[src/rtl/bk_sram_arbiter.sv]
// bk_sram_arbiter: shares one 16-bit asynchronous SRAM between video refill, CPU and JTAG debug,
// running a fixed-length strobe cycle per access and a one-cycle acknowledge to the owner.
`default_nettype none

module bk_sram_arbiter #(
    parameter int         WAIT_STATES = 3,
    parameter logic [4:0] VID_BASE    = 5'b00001
) (
    input  logic        clk_cpu,
    input  logic        reset_in,

    input  logic        cpu_rd,
    input  logic        cpu_wt,
    input  logic [17:0] cpu_adr,
    input  logic        cpu_byte,
    input  logic [15:0] cpu_wdata,
    output logic        cpu_reply,
    output logic [15:0] cpu_rdata,

    input  logic        dbg_en,
    input  logic        dbg_req,
    input  logic        dbg_we,
    input  logic [17:0] dbg_addr,
    input  logic [15:0] dbg_wdata,
    output logic        dbg_ack,
    output logic [15:0] dbg_rdata,

    input  logic        vid_req,
    input  logic [12:0] vid_addr,
    output logic        vid_ack,
    output logic [15:0] vid_rdata,

    output logic [17:0] ram_addr,
    output logic [15:0] ram_dataw,
    input  logic [15:0] ram_datar,
    output logic        ram_oe_n,
    output logic        ram_we_n,
    output logic        ram_lb_n,
    output logic        ram_ub_n,
    output logic        ram_busy,
    output logic [1:0]  grant
);

    localparam logic [1:0] OWN_NONE = 2'd0;
    localparam logic [1:0] OWN_CPU  = 2'd1;
    localparam logic [1:0] OWN_DBG  = 2'd2;
    localparam logic [1:0] OWN_VID  = 2'd3;
    localparam logic [2:0] CNT_INIT = 3'(WAIT_STATES);

    typedef enum logic [1:0] {
        ST_IDLE    = 2'd0,
        ST_ACCESS  = 2'd1,
        ST_RECOVER = 2'd2
    } state_t;

    state_t      state;
    logic [2:0]  cnt;
    logic [1:0]  vid_streak;
    logic        wr_q;

    logic        cpu_any;
    logic        dbg_valid;
    logic [1:0]  pick;
    logic [17:0] nxt_addr;
    logic        nxt_wr;
    logic        nxt_lb_n;
    logic        nxt_ub_n;
    logic [15:0] nxt_wdata;

    assign cpu_any   = cpu_rd | cpu_wt;
    assign dbg_valid = dbg_en & dbg_req;

    // Two video grants in a row hand the next slot to a waiting CPU.
    always_comb begin
        pick = OWN_NONE;
        if (cpu_any && vid_streak[1])
            pick = OWN_CPU;
        else if (vid_req)
            pick = OWN_VID;
        else if (cpu_any)
            pick = OWN_CPU;
        else if (dbg_valid)
            pick = OWN_DBG;
    end

    always_comb begin
        nxt_addr  = 18'd0;
        nxt_wr    = 1'b0;
        nxt_lb_n  = 1'b0;
        nxt_ub_n  = 1'b0;
        nxt_wdata = 16'hFFFF;
        case (pick)
            OWN_CPU: begin
                nxt_addr  = {1'b0, cpu_adr[17:1]};
                nxt_wr    = ~cpu_rd & cpu_wt;
                nxt_lb_n  = cpu_byte & cpu_adr[0];
                nxt_ub_n  = cpu_byte & ~cpu_adr[0];
                nxt_wdata = cpu_wdata;
            end
            OWN_DBG: begin
                nxt_addr  = dbg_addr;
                nxt_wr    = dbg_we;
                nxt_wdata = dbg_wdata;
            end
            OWN_VID: begin
                nxt_addr  = {VID_BASE, vid_addr};
            end
            default: ;
        endcase
    end

    always_ff @(posedge clk_cpu or posedge reset_in) begin
        if (reset_in) begin
            state      <= ST_IDLE;
            cnt        <= 3'd0;
            vid_streak <= 2'd0;
            wr_q       <= 1'b0;
            grant      <= OWN_NONE;
            ram_busy   <= 1'b0;
            ram_addr   <= 18'd0;
            ram_dataw  <= 16'hFFFF;
            ram_oe_n   <= 1'b1;
            ram_we_n   <= 1'b1;
            ram_lb_n   <= 1'b1;
            ram_ub_n   <= 1'b1;
            cpu_reply  <= 1'b0;
            dbg_ack    <= 1'b0;
            vid_ack    <= 1'b0;
            cpu_rdata  <= 16'h0000;
            dbg_rdata  <= 16'h0000;
            vid_rdata  <= 16'h0000;
        end else begin
            cpu_reply <= 1'b0;
            dbg_ack   <= 1'b0;
            vid_ack   <= 1'b0;
            case (state)
                ST_IDLE: begin
                    if (pick != OWN_NONE) begin
                        state     <= ST_ACCESS;
                        grant     <= pick;
                        ram_busy  <= 1'b1;
                        cnt       <= CNT_INIT;
                        wr_q      <= nxt_wr;
                        ram_addr  <= nxt_addr;
                        ram_oe_n  <= nxt_wr;
                        ram_we_n  <= ~nxt_wr;
                        ram_lb_n  <= nxt_lb_n;
                        ram_ub_n  <= nxt_ub_n;
                        ram_dataw <= nxt_wr ? nxt_wdata : 16'hFFFF;
                        if (pick == OWN_VID) begin
                            if (vid_streak != 2'd3)
                                vid_streak <= vid_streak + 2'd1;
                        end else begin
                            vid_streak <= 2'd0;
                        end
                    end
                end
                ST_ACCESS: begin
                    if (cnt == 3'd0) begin
                        state     <= ST_RECOVER;
                        ram_oe_n  <= 1'b1;
                        ram_we_n  <= 1'b1;
                        ram_lb_n  <= 1'b1;
                        ram_ub_n  <= 1'b1;
                        ram_dataw <= 16'hFFFF;
                        case (grant)
                            OWN_CPU: begin
                                cpu_reply <= 1'b1;
                                if (!wr_q) cpu_rdata <= ram_datar;
                            end
                            OWN_DBG: begin
                                dbg_ack <= 1'b1;
                                if (!wr_q) dbg_rdata <= ram_datar;
                            end
                            OWN_VID: begin
                                vid_ack <= 1'b1;
                                if (!wr_q) vid_rdata <= ram_datar;
                            end
                            default: ;
                        endcase
                    end else begin
                        cnt <= cnt - 3'd1;
                    end
                end
                ST_RECOVER: begin
                    state    <= ST_IDLE;
                    grant    <= OWN_NONE;
                    ram_busy <= 1'b0;
                end
                default: begin
                    state    <= ST_IDLE;
                    grant    <= OWN_NONE;
                    ram_busy <= 1'b0;
                end
            endcase
        end
    end

endmodule

`default_nettype wire

[config.mk]
export PLATFORM = sky130hd
export DESIGN_NAME = bk_sram_arbiter
export DESIGN_NICKNAME = d
export VERILOG_FILES = /design/src/rtl/bk_sram_arbiter.sv
export SDC_FILE = /design/constraint.sdc
export NUM_CORES = 1
export LEC_CHECK = 0
export ABC_AREA = 1
export CORE_MARGIN = 10
export CORE_UTILIZATION = 35
export CTS_CLUSTER_SIZE = 10
export DETAILED_ROUTE_END_ITERATION = 8
export DONT_BUFFER_PORTS = 1
export GPL_TIMING_DRIVEN = 1
export REMOVE_ABC_BUFFERS = 1
export SLEW_MARGIN = 25
export SYNTH_ARGS = -nofsm -noshare
export SYNTH_HDL_FRONTEND = slang
export SYNTH_SLANG_ARGS = --single-unit
[constraint.sdc]
create_clock -name clk_cpu -period 3.8 [get_ports clk_cpu]
set_input_delay 0.38 -clock clk_cpu [delete_from_list [all_inputs] [get_ports clk_cpu]]
set_output_delay 0.38 -clock clk_cpu [all_outputs]
set_load 0.02 [all_outputs]
# After elaboration in Yosys (flattened, before gate mapping)
# Index checks and enable logic that the tools add are counted.
word_totals:
  ff_bits: 100
  in_bits: 106
classes:
  addsub: 2
  n_eq_ne: 12
  muxes: 43
  bitwise: 10
  reduce_logical: 14
op_table:
  columns: ["operator", "n"]
  rows:
  - ["16-bit case mux with 2 select lines", 2]
  - ["18-bit case mux with 3 select lines", 1]
  - ["16-bit 2-to-1 mux", 3]
  - ["2-bit 2-to-1 mux", 9]
  - ["1-bit 2-to-1 mux", 17]
  - ["1-bit case mux with 2 select lines", 6]
  - ["4-bit AND reduction", 3]
  - ["3-bit AND reduction", 3]
  - ["2-bit == test (second input constant)", 4]
  - ["2-bit != test (second input constant)", 4]
  - ["2-bit case mux with 2 select lines", 2]
  - ["2-bit by 1-bit == test with 1-bit output (second input constant)", 3]
  - ["3-bit 2-to-1 mux", 2]
  - ["3-bit case mux with 2 select lines", 1]
  - ["2-bit AND reduction", 3]
  - ["1-bit inverter", 5]
  - ["1-bit bitwise AND", 4]
  - ["2-bit nonzero test", 2]
  - ["3-bit logical NOT", 1]
  - ["3-bit by 1-bit subtractor with 3-bit output (second input constant)", 1]
  - ["2-bit by 1-bit adder with 2-bit output (second input constant)", 1]
  - ["2-bit logical NOT", 1]
  - ["2-bit by 1-bit != test with 1-bit output (second input constant)", 1]
  - ["1-bit logical AND", 1]
  - ["1-bit OR", 1]

# Depth between registers and ports, before layout
# Gate-level depths: netlist of run 1.
logic_depth:
  word_depth: 10
  depth_mapped: 14

# Worst setup path after synthesis of run 1
# Ideal clock, no wire load.
synth_timing:
  kind: "input to register"
  from: "in cpu_rd"
  to: "reg ram_dataw[0]"
  setup_ps: 58
  arrival_ps: 1699
  setup_slack_ps: 2043
  stages: 12
  path_buffers: 2
  path_cell_list: "inv_1 nand2_1 nor2_1 inv_1 ha_1 buf_4 nand3_1 nand2_1 buf_2 nand3_1 nand2_1 inv_1"
synth_via:
  elab_chain_cells: 9
  elab_cells_between_ends: 17
synth_lines:
  columns: ["element", "line_no", "source"]
  rows:
  - ["from (decl)", "12", "input logic cpu_rd,"]
  - ["1-bit OR", "70", "assign cpu_any = cpu_rd | cpu_wt;"]
  - ["2-bit 2-to-1 mux", "80", "else if (cpu_any)"]
  - ["2-bit 2-to-1 mux", "78", "else if (vid_req)"]
  - ["2-bit 2-to-1 mux", "76", "if (cpu_any && vid_streak[1])"]
  - ["2-bit == test or 2-bit by 1-bit == test with 1-bit output (tied branches)", "92", "case (pick)"]
  - ["16-bit case mux with 2 select lines or 1-bit case mux with 2 select lines (tied branches)", "92", null]
  - ["16-bit 2-to-1 mux", "149", "ram_dataw <= nxt_wr ? nxt_wdata : 16'hFFFF;"]
  - ["16-bit 2-to-1 mux", "138", "if (pick != OWN_NONE) begin"]
  - ["16-bit case mux with 2 select lines", "136", "case (state)"]
  - ["to (signal assigned)", "149", null]
  - ["to (decl)", "34", "output logic [15:0] ram_dataw,"]
# Several ways; a longest one is shown, not always the timed one. The select of a mux whose other input is x is not followed.
# A chain may end at the register's enable or synchronous reset.

# Final worst setup path of run 1
layout_timing:
  from: "reg vid_streak[1]"
  to: "reg ram_we_n"
layout_via:
  elab_chain_cells: 7
  elab_cells_between_ends: 11
layout_lines:
  columns: ["element", "line_no", "source"]
  rows:
  - ["from (decl)", "58", "logic [1:0] vid_streak;"]
  - ["from (signal assigned)", "152", "vid_streak <= vid_streak + 2'd1;"]
  - ["1-bit logical AND *", "76", null]
  - ["2-bit 2-to-1 mux *", "76", null]
  - ["2-bit == test or 2-bit by 1-bit == test with 1-bit output (tied branches)", "92", null]
  - ["1-bit case mux with 2 select lines", "92", null]
  - ["1-bit inverter", "146", "ram_we_n <= ~nxt_wr;"]
  - ["1-bit 2-to-1 mux", "138", null]
  - ["1-bit case mux with 2 select lines", "136", null]
  - ["to (signal assigned)", "146", null]
  - ["to (decl)", "37", "output logic ram_we_n,"]
# Mark *: on every way between the ends. The rest lies on a longest branch, timed or not. The select of a mux whose other input is x is not followed.

==> results of run 1 <==
cell type report:
| type | instances | share of cell area, % |
|---|---|---|
| flip-flops and latches | 100 | 49.1 |
| multi-input cells | 380 | 34.8 |
| inverters | 70 | 5.21 |
| clock buffers | 11 | 4.72 |
| well taps | 176 | 4.28 |
| clock inverters | 5 | 1.46 |
| repair buffers | 3 | 0.438 |
report_power, final:
part / internal [uW] / switching [uW]
Combinational: 353 / 672
Clock: 591 / 373
Sequential: 1570 / 912
Total: 2510 / 1960
worst max-delay path, delay by kind of cell (launching register included):
family                   cells  cell delay [ns]
AO/OA/AOI/OAI                2             0.32
adder cells (fa/ha/maj)      1             0.14
buffers and inverters        3             0.48
flip-flops                   1             0.40
AND/OR/NAND/NOR              4             0.89
per-layer routing:
metal	vias to the layer above	part of all wire [%]	GRT usage [%]
li1	1757	-	-
met1	1660	42	16.4
met2	184	43	20.4
met3	9	14	7.31
met4	0	1.1	4.26
met5	-	0	0
kinds of logic after synthesis:
group,share of synthesized area (%)
xor gates and xnor gates,0.185
adders and majority gates,2.11
buffers and inverters,9.09
AOI/OAI and AO/OA,7.49
and+or+nand+nor,27.9
DFF,53.2
path summary, 6_finish.rpt:
| kind | endpoint | start | depth (start not counted) |
|---|---|---|---|
| max | ram_we_n$_DFFE_PP1P_ | vid_streak[1]$_DFFE_PP0P_ | 10 |
| min | vid_rdata[0]$_DFFE_PP0P_ | reset_in | 1 |
| max reg2reg | ram_we_n$_DFFE_PP1P_ | vid_streak[1]$_DFFE_PP0P_ | 10 |
| min reg2reg | vid_streak[1]$_DFFE_PP0P_ | vid_streak[1]$_DFFE_PP0P_ | 2 |
| max in group asynchronous | cpu_rdata[6]$_DFFE_PP0P_ | reset_in | 2 |
| min in group clk_cpu | ram_ub_n$_DFFE_PP1P_ | cpu_adr[0] | 2 |
state kept, by name (all words and copies together), names as in the netlist, 2 cells and up:
name        cells
cpu_rdata      16
cnt             3
ram_addr       18
grant           2
dbg_rdata      16
vid_streak      2
vid_rdata      16
state           2
ram_dataw      16
Yosys cell counts, types with 5 or more instances:
cell / count / area, sq um
inv_1: 69 / 259
nand2_1: 233 / 875
nand3b_1: 16 / 120
dfstp_2: 20 / 526
o21ai_0: 12 / 60.1
ha_1: 8 / 100
o21ai_2: 5 / 43.8
nand3_1: 33 / 165
o21ai_1: 40 / 200
nor2_1: 11 / 41.3
dfrtp_1: 80 / 2000
buf_2: 18 / 90.1
metrics by stage:
stage	cells	power, uW	setup slack (ns)	hold WS [ns]
global route	745	4790	1.12	0.0784
detailed placement	729	3560	1.42	0.502
finish	745	4470	1.49	0.0309
global placement	729	3490	1.56	0.483
floorplan	550	3150	0.834	0.461
CTS	745	4540	1.46	0.176
==> reports/results.txt, run 1 <==
Post-Syn Instances - 577
chip height - 136 um
routed length per instance - 17.5 um
number of gates resized after cts - 0
setup violators final - 0
total core area - 13200 sq um
VDD IR-drop max - 0.228 mV
Clock Path Buffers - 2
Routed WL - 13.1 mm
Post-DP Area - 4820 sq um
Worst Path Arrival - 2.58 ns
most frequent cells in the layout - 233 x nand2_1, 80 x dfrtp_1, 68 x inv_1
RePlAce Congestion - 0.843
final worst path period need - 2.31 ns
first-pass GRT wire length - 20.1 mm
RSZ-0062 raised after global routing - false
fin util - 38.8%
Tightest Pin Transition - 0.698 ns
post-route ant nets - 0
Final Hold Vio Count - 0
#FFs+latches synth - 100
number of DRC markers in iteration 0 - 124
Max Slew Vio Count - 0
total number of vias - 3610
initial antenna violation count - 0
DR pass1 iterations - 4
FF+latch area - 2530 sq um
Synth Area per Inst - 8.23 sq um
cts hold-fix bufs - 0
Post-synth EDFFs - 0
area grow syn2layout - 8.36%
Max Clock Freq - 0.434 GHz
Post-synth ARST share - 100%
Die W - 136 um
P_leak - 0.00265 uW
largest net degree at the start of global routing - 78
Post-CTS Setup Inserts - 0
P per Cell Area - 869 nW/um^2
CTS tree - yes
Cell Chain, Critical Path - o21ai_0, nand2_1, inv_1, ha_1, buf_4, nand2_1, nand2_1, nand2_1, o21ai_1, inv_1
fillers - 1359
total grt overflow - 0
CP Capture Type - flop
number of library cell types mapped by synthesis - 29
Worst-Skew Late Latency - 0.34 ns
Starting Density - 35.8%
detailed-route DRC error count - 0
Worst Setup Path Type - flop to flop
via/cell ratio - 4.85
cell mode on critical path - nand2_1
Tcrit/Tclk final - 60.7%
vias in the first global route - 3667
Crit-path slowest cell - nand2_1
final instance area - 5140 sq um
leading cell type in the layout, fill and taps excluded - nand2_1
die area - 18600 sq um
largest stage delay on the critical path - 0.47 ns
GRT Total Usage - 13.6%
root buf cell - clkbuf_16
Buffers on Ports - 0
area of the multi-input gates - 1790 sq um
WP data required - 4.07 ns
Ys Warns - 0
outcome - finished clean
slew margin rel. - 53.5%
nets - 678
Post-Syn Area - 4750 sq um
Antenna diodes - 0
IO Pins - 198
clk sinks - 100
cts bufs inserted - 9
Top FF cell, synth - dfrtp_1
Hold Path Class - input pin to asynchronous set/reset pin
Max Fanout on Critical Path - 35
htree depth - 3
flop2flop setup slack - 1.49 ns
Clock transition at path regs - 0.07 ns
sequential share of the synthesized area - 53.2%
Final TNS setup - 0 ns
Post-DP HPWL - 9.76 mm
Startpoint Class - flop
Worst Skew - 0.00573 ns
share of layout cells above drive strength 1 - 9.67%
max-cap viol count - 0
FP Rows - 42
Note: power is estimated with default switching activity, not from simulation.
==> run 2, diff against run 1 <==
ABC_AREA = 0   (was 1)
clock period = 1.85 ns   (was 3.8 ns; I/O delays follow)
==> run 2 against run 1 <==
Clock skew increased by 0.0026 ns; sequential share of layout area down 2.2 points; final area rose by 4.8%; global-route usage rose by 0.092 points; register-to-register slack worse by 1.4 ns; critical endpoint unchanged; combinational power rose by 140%; worst setup slack got worse by 1.4 ns; fmax up 29%; via count is 21% lower; die area down 7.3%; critical path type unchanged; synthesized cell count down 44%.
==> reports/results.txt, run 2 <==
outcome - finished clean
Final TNS setup - 0 ns
CTS tree - yes
Cell Chain, Critical Path - o21ai_2, a21oi_2, ha_1, or3_4, a21oi_2, buf_12, o21ba_2
Post-synth top cells - 80 x dfrtp_1, 39 x mux2_2, 23 x nand2_1
Final Hold Vio Count - 0
XOR/XNOR share of the synthesized area - 0%
fin util - 44.7%
die area - 17300 sq um
RePlAce Congestion - 0.725
post-route ant nets - 0
Synth Area in Compound Gates - 15.2%
leading cell type in the layout, fill and taps excluded - dfrtp_1
largest stage delay on the critical path - 0.40 ns
VDD IR-drop max - 0.604 mV
DR pass1 iterations - 4
post-synth top area share - 46.1%
slew margin rel. - 64.1%
routed length per instance - 22.5 um
P_leak - 0.00234 uW
Hold Path Class - input pin to flop
number of library cell types mapped by synthesis - 46
Worst Path Arrival - 2.07 ns
Die W - 131 um
max reg flops - 18
total core area - 12100 sq um
Post-Syn Instances - 326
CP Capture Type - flop
RSZ-0062 raised after global routing - true
Max Slew Vio Count - 0
via/cell ratio - 5.30
Post-Layout Cell Count - 539
Ys Warns - 0
Post-synth EDFFs - 0
detailed-route DRC error count - 0
P per Cell Area - 1750 nW/um^2
IO Pins - 198
Buffers on Ports - 0
Post-DP Area - 4740 sq um
GRT Total Usage - 13.7%
Antenna diodes - 0
number of DRC markers in iteration 0 - 192
Top FF cell, synth - dfrtp_1
Routed WL - 12.1 mm
area grow syn2layout - 24.1%
Post-Synth Adder-Cell Area - 2.30%
Worst R2R Start - vid_streak[1]$_DFFE_PP0P_
mux contribution to synthesized area - 14.3%
most frequent cells in the layout - 80 x dfrtp_1, 39 x mux2_2, 23 x nand2_1
CP delay by family, top - compound AO/OA/AOI/OAI gates
htree depth - 3
final instance area - 5390 sq um
clk sinks - 100
Worst Setup Path Type - flop to flop
WP data required - 2.14 ns
Post-Syn Area - 4340 sq um
Worst Skew - 0.00836 ns
flop2flop setup slack - 0.06 ns
Top reg by flops - ram_addr
combinational family with the most area after synthesis - compound AO/OA/AOI/OAI gates
Clock transition at path regs - 0.07 ns
vias in the first global route - 3249
Post-synth ARST share - 100%
total grt overflow - 0
final worst path period need - 1.79 ns
FP Rows - 40
most frequent cell after synthesis - dfrtp_1
#FFs+latches synth - 100
Tcrit/Tclk final - 96.7%
chip height - 131 um
max-cap viol count - 0
Tightest Pin Transition - 0.538 ns
buffers and inverters on the worst path - 1
sequential share of the synthesized area - 58.2%
cts bufs inserted - 9
synth top area cells - dfrtp_1 46%, dfstp_2 12%, mux2_2 10%, a22oi_1 3.6%, mux2_4 3.5%
crit path from - vid_streak[1]$_DFFE_PP0P_
setup violators final - 0
first-pass GRT wire length - 19.0 mm
Worst-Skew Late Latency - 0.35 ns
Synth area leader - dfrtp_1
nets - 480
Max Clock Freq - 0.559 GHz
largest net degree at the start of global routing - 101
Clock Path Buffers - 2
share of layout cells above drive strength 1 - 36.7%
Synth Area in Simple Gates - 6.37%
Crit-path slowest cell - dfrtp_1
root buf cell - clkbuf_16
Synth Area per Inst - 13.3 sq um
cell mode on critical path - a21oi_2
placed cell count - 498
initial antenna violation count - 0
Max Fanout on Critical Path - 18
Startpoint Class - flop
total number of vias - 2858
Starting Density - 36.0%
Worst Hold Launch - vid_addr[12]
Post-DP HPWL - 8.86 mm
-- run 2: changes by cell type after synthesis, moves of 16 or more --
cell       change
o21ai_1       -39
mux2_2        +39
nand3_1       -32
inv_1         -63
a2bb2oi_1     +16
nand2_1      -210
a22oi_1       +21
nand3b_1      -16
-- run 2: layout make-up --
class,instances,area (sq um)
Fill cell,1055,6670
Clock inverter,6,71.3
Tap cell,168,210
Timing Repair Buffer,53,599
Inverter,6,27.5
Multi-Input combinational cell,196,1730
Sequential cell,100,2530
Clock buffer,10,229
-- run 2: worst reg2reg max path, delay by kind of cell (launching register included) --
| kind | cells | cell delay (ns) |
|---|---|---|
| buf+inv | 1 | 0.17 |
| compound gates | 4 | 0.53 |
| flops | 1 | 0.40 |
| simple gates | 1 | 0.40 |
| fa+ha+maj | 1 | 0.21 |
-- run 2: metal layers --
layer | share of wire, % | wire [um] | up-vias | global-route usage [%]
met5 | 0 | 0 | - | 0
met4 | 1.8 | 216 | 0 | 5.25
met3 | 12 | 1510 | 13 | 7.62
met2 | 46 | 5600 | 152 | 21.2
met1 | 40 | 4820 | 1388 | 15.5
li1 | - | - | 1305 | -
-- run 2: worst paths after layout --
kind,endpoint,cells past startpoint
min in group asynchronous,dbg_rdata[10]$_DFFE_PP0P_,3
hold / removal,ram_addr[12]$_DFFE_PP0P_,2
hold reg to reg,vid_streak[0]$_DFFE_PP0P_,1
setup / recovery,ram_we_n$_DFFE_PP1P_,7
max in group asynchronous,dbg_rdata[3]$_DFFE_PP0P_,3
setup reg to reg,ram_we_n$_DFFE_PP1P_,7
-- run 2: cells by family (layout without fill, tap and decap cells) --
family,Yosys count,count (layout)
buffers and inverters,30,75
DFF,100,100
adders and majority gates,8,8
muxes,52,52
and+or+nand+nor,51,51
AOI/OAI and AO/OA,85,85
-- run 2: power breakdown --
group	internal, uW	switching (uW)
Clock	1060	831
Combinational	1430	1080
Sequential	3210	1810
-- run 2: stage by stage --
step | hold slack [ns] | setup WS [ns] | power, uW
2_1_floorplan | 0.247 | -0.921 | 6430
3_3_place_gp | 0.230 | -0.141 | 7310
3_5_place_dp | 0.225 | -0.244 | 7430
4_1_cts | 0.0159 | 0.0200 | 9430
5_1_grt | 0.0329 | -0.0491 | 10000
6_report | 0.0268 | 0.0617 | 9420
-- run 2: timing repair --
item,4_1_cts,5_1_grt
endpoints found under the setup margin,49,52
endpoints found under the hold margin,130,0
pin swaps,2,11
hold buffers,20,0
cloned,0,2
setup buffers,0,3
gates resized for setup,8,21
